===== src/rtl/fifo_sync.sv =====
// Single-clock parametrised FIFO with occupancy count, programmable almost flags,
// sticky overflow/underflow errors, synchronous flush and selectable FWFT/registered read.
module fifo_sync #(
    parameter int WIDTH     = 8,
    parameter int DEPTH     = 3,
    parameter int AFULL_TH  = 6,
    parameter int AEMPTY_TH = 1,
    parameter bit FWFT      = 1'b1
) (
    input  logic             clk,
    input  logic             rst_i,
    input  logic             clr_i,
    input  logic [WIDTH-1:0] dat_i,
    input  logic             push_i,
    output logic             full,
    output logic             afull,
    output logic [WIDTH-1:0] dat_o,
    input  logic             pop_i,
    output logic             empty,
    output logic             aempty,
    output logic [DEPTH:0]   count,
    output logic             ovf,
    output logic             udf
);

    localparam int PW      = DEPTH + 1;
    localparam int ENTRIES = 1 << DEPTH;
    localparam logic [PW-1:0] FULL_CNT   = PW'(ENTRIES);
    localparam logic [PW-1:0] AFULL_CNT  = PW'(AFULL_TH);
    localparam logic [PW-1:0] AEMPTY_CNT = PW'(AEMPTY_TH);

    logic [WIDTH-1:0] mem [ENTRIES];
    logic [PW-1:0]    wptr, rptr;
    logic [PW-1:0]    wptr_nxt, rptr_nxt, count_nxt;
    logic             push_ok, pop_ok;

    // Accept decisions use the registered flags only, so a full FIFO never
    // takes a push even when a pop frees a slot in the same cycle.
    always_comb begin
        push_ok   = push_i && !full;
        pop_ok    = pop_i && !empty;
        wptr_nxt  = wptr + {{DEPTH{1'b0}}, push_ok};
        rptr_nxt  = rptr + {{DEPTH{1'b0}}, pop_ok};
        count_nxt = wptr_nxt - rptr_nxt;
    end

    assign count = wptr - rptr;

    // NOTE: sequential state uses non-blocking assignments so every register
    // samples the pre-edge values, regardless of block ordering.
    always_ff @(posedge clk or posedge rst_i) begin
        if (rst_i) begin
            wptr   <= '0;
            rptr   <= '0;
            full   <= 1'b0;
            afull  <= 1'b0;
            empty  <= 1'b1;
            aempty <= 1'b1;
            ovf    <= 1'b0;
            udf    <= 1'b0;
        end else if (clr_i) begin
            wptr   <= '0;
            rptr   <= '0;
            full   <= 1'b0;
            afull  <= 1'b0;
            empty  <= 1'b1;
            aempty <= 1'b1;
            ovf    <= 1'b0;
            udf    <= 1'b0;
        end else begin
            wptr   <= wptr_nxt;
            rptr   <= rptr_nxt;
            // Flags come from the next-state count so they line up with count.
            full   <= (count_nxt == FULL_CNT);
            afull  <= (count_nxt >= AFULL_CNT);
            empty  <= (count_nxt == '0);
            aempty <= (count_nxt <= AEMPTY_CNT);
            if (push_i && !push_ok) ovf <= 1'b1;
            if (pop_i && !pop_ok)   udf <= 1'b1;
        end
    end

    // NOTE: the storage array has no reset; stale words are unreachable because
    // the pointers are reset, and leaving it out lets the array map to RAM.
    always_ff @(posedge clk) begin
        if (push_ok && !clr_i) begin
            mem[wptr[DEPTH-1:0]] <= dat_i;
        end
    end

    generate
        if (FWFT) begin : g_fwft
            assign dat_o = mem[rptr[DEPTH-1:0]];
        end else begin : g_reg
            logic [WIDTH-1:0] dat_q;

            always_ff @(posedge clk or posedge rst_i) begin
                if (rst_i) begin
                    dat_q <= '0;
                end else if (clr_i) begin
                    dat_q <= '0;
                end else if (pop_ok) begin
                    dat_q <= mem[rptr[DEPTH-1:0]];
                end
            end

            assign dat_o = dat_q;
        end
    endgenerate

endmodule


===== config.mk =====
export PLATFORM = sky130hd
export DESIGN_NAME = fifo_sync
export DESIGN_NICKNAME = d
export VERILOG_FILES = /design/src/rtl/fifo_sync.sv
export SDC_FILE = /design/constraint.sdc
export NUM_CORES = 1
export LEC_CHECK = 0
export ABC_AREA = 1
export CORE_ASPECT_RATIO = 1.2
export CORE_MARGIN = 2
export CORE_UTILIZATION = 50
export CTS_CLUSTER_DIAMETER = 200
export DETAILED_ROUTE_END_ITERATION = 12
export PLACE_DENSITY = 0.71
export SLEW_MARGIN = 10
export SYNTH_ARGS = -nofsm -noshare
export SYNTH_HDL_FRONTEND = slang
export SYNTH_SLANG_ARGS = --single-unit
export TNS_END_PERCENT = 100

===== constraint.sdc =====
create_clock -name clk -period 5.4 [get_ports clk]
set_clock_uncertainty 0.2 [all_clocks]
set_input_delay 0.54 -clock clk [delete_from_list [all_inputs] [get_ports clk]]
set_output_delay 0.54 -clock clk [all_outputs]
set_load 0.02 [all_outputs]

==> impl_metrics.env <==
export IMPL_status="finished clean"
export IMPL_wl_per_cell_um=16.9
export IMPL_post_cts_setup_buffer_count=0
export IMPL_fillers=575
export IMPL_die_width_um=80.0
export IMPL_clockBufferDepth=2
export IMPL_initial_core_util_pct=51.1
export IMPL_drcViolationCount=0
export IMPL_cts_resized=0
export IMPL_yosys_top_cells_count="edfxtp_1 (64), nor2_1 (60), nand2_1 (51), o21ai_0 (20), inv_1 (17)"
export IMPL_antenna_cells=0
export IMPL_worstSkewPairLatency_ns=0.34
export IMPL_post_place_cells=414
export IMPL_worstPathArrival_ns=3.03
export IMPL_worst_slew_pin_slew_ns=0.975
export IMPL_rsz0062_at_grt="no"
export IMPL_synthCells=307
export IMPL_p_leak_uw=0.00149
export IMPL_r2r_slack_ns=2.66
export IMPL_hold_viol_final=0
export IMPL_initialDrtViolationCount=159
export IMPL_clock_sinks=78
export IMPL_fin_crit_sh_pct=69.8
export IMPL_firstDrtPassIters=4
export IMPL_grt_max_degree=33
export IMPL_fin_crit_ns=3.77
export IMPL_nets=363
export IMPL_via_per_inst=5.35
export IMPL_hp_class="reg2reg"
export IMPL_finalNonFillerCells=429
export IMPL_cp_start_kind="register"
export IMPL_dieArea_um2=7610
export IMPL_grt_pass1_wl_um=11200
export IMPL_max_cap_violations=0
export IMPL_cts_root_buf="clkbuf_8"
export IMPL_die_h_um=95.2
export IMPL_postSynthAreaPerCell_um2=11.3
export IMPL_clkTransAtPathRegs_ns=0.07
export IMPL_setup_viol=0
export IMPL_worst_setup_path_type="reg2out"
export IMPL_synth_nets=332
export IMPL_grt_usage_pct=20.4
export IMPL_drive_gt1_share_pct=6.73
export IMPL_slew_violations=0
export IMPL_tritoncts="built"
export IMPL_port_buffers=30
export IMPL_endpoint_kind="output pin"
export IMPL_synthTopCellsByArea="edfxtp_1 (55%), dfrtp_1 (8.7%), nor2_1 (6.5%)"
export IMPL_dp_hpwl_um=4710
export IMPL_fin_util_pct=58.5
export IMPL_synth_edf_count=64
export IMPL_fp_row_count=33
export IMPL_htree_levels=3
export IMPL_synth_top_cell_area_share_pct=55.5
export IMPL_synth_top_area_cell="edfxtp_1"
export IMPL_io_pins=31
export IMPL_cts_buffers=9
export IMPL_path_max_fanout=22
export IMPL_hold_buffers=0
export IMPL_fmax_mhz=265
export IMPL_yosysSeqAreaShare_pct=65.7
export IMPL_fin_setup_tns_ns=0
export IMPL_p_per_area_nw_per_um2=402
export IMPL_cp_required_ns=4.66
export IMPL_overflow=0
export IMPL_async_flop_share_pct=17.9
export IMPL_vdd_drop_max_mv=0.251
export IMPL_vias=2296
export IMPL_syn_area_um2=3460
export IMPL_drt_wl_total_um=7240
export IMPL_synth_cell_types=30
export IMPL_core_region_area_um2=6770
export IMPL_synth_most_common_cell="edfxtp_1"
export IMPL_ys_warn_count=0
export IMPL_slew_headroom_pct=34.7
export IMPL_place_gp_congestion=0.779
export IMPL_ant_nets=0
export IMPL_ys_seq_elements=78
export IMPL_grt_pass1_vias=2300
export IMPL_syn2layout_area_growth_pct=14.4
export IMPL_antenna_found_initial=0
export IMPL_synthFlopType="edfxtp_1"
==> layer usage <==
metal | track usage (%) | vias up | wire length, um
li1 | - | 1115 | -
met1 | 23.7 | 1102 | 2960
met2 | 35.8 | 62 | 3810
met3 | 4.36 | 17 | 289
met4 | 9.60 | 0 | 185
met5 | 0 | - | 0
==> sequential cells by signal, summed over array words and instances (netlist names) <==
register and cells:
aempty 1, afull 1, mem 64, full 1, wptr 4, empty 1
ovf 1, rptr 4, udf 1
==> placed cells by master (no fill, tap or decap), types with 2 or more instances in the layout <==
master | netlist | final
xor2_1 | 2 | 2
clkinv_1 | 1 | 4
xnor2_1 | 3 | 3
fa_1 | 2 | 2
a21oi_1 | 14 | 14
o21ai_2 | 3 | 3
inv_1 | 17 | 17
inv_2 | 2 | 2
dfstp_2 | 2 | 2
clkdlybuf4s50_1 | 0 | 30
nor2_1 | 60 | 60
clkbuf_8 | 1 | 9
ha_1 | 10 | 10
o21ai_0 | 20 | 20
edfxtp_1 | 64 | 64
nand4_1 | 4 | 4
a31oi_1 | 8 | 8
dfrtp_1 | 12 | 12
o21ai_1 | 10 | 10
nand2_1 | 51 | 51
nand3_1 | 6 | 6
==> report_power, final <==
group          total (uW)  internal, uW  switching, uW
registers             729           692           36.1
clock network         405           205            200
logic                 460           191            268
==> kinds of logic (layout without fill, tap and decap cells) <==
| kind of cell | Yosys count | in the layout | share of synthesized area, % |
|---|---|---|---|
| and+or+nand+nor | 126 | 126 | 14.8 |
| buffers and inverters | 31 | 66 | 4.95 |
| DFF | 78 | 78 | 65.7 |
| AOI/OAI and AO/OA | 55 | 55 | 8.56 |
| xor gates and xnor gates | 5 | 5 | 1.26 |
| adders and majority gates | 12 | 12 | 4.77 |
==> through the flow <==
stage          hold WS (ns)  total power, uW  setup slack (ns)  cell area, um^2
6_report              0.318             1590              1.63             3960
3_5_place_dp          0.316             1200              2.02             3780
4_1_cts               0.333             1610              1.63             3960
5_1_grt               0.334             1680              1.47             3960
3_3_place_gp          0.282             1200              2.01             3780
2_1_floorplan         0.228             1040              2.89             3460
==> cell type report <==
class / instances / area [um^2] / share of cell area (%)
flip-flops and latches: 78 / 2270 / 57.4
inverters: 20 / 75.1 / 1.90
clock buffers: 9 / 124 / 3.13
well taps: 87 / 109 / 2.75
clock inverters: 6 / 53.8 / 1.36
repair buffers: 31 / 308 / 7.77
multi-input cells: 198 / 1020 / 25.7
==> worst paths after layout <==
| check | startpoint | end | depth (start not counted) |
|---|---|---|---|
| max | rptr[1] | count[3] | 6 |
| min | udf | udf | 2 |
| max reg2reg | rptr[0] | afull | 10 |
| min reg2reg | udf | udf | 2 |
| max in group asynchronous | rst_i | aempty | 2 |
| min in group asynchronous | rst_i | udf | 2 |
==> worst max-delay path: stages (launching register included) <==
cell             delay (ns)
dfrtp_1                0.92
inv_2                  0.34
ha_1                   0.38
nand2_1                0.04
o21ai_0                0.18
xor2_1                 0.18
clkdlybuf4s50_1        0.63
No activity file was read; power rests on OpenSTA's default activity.
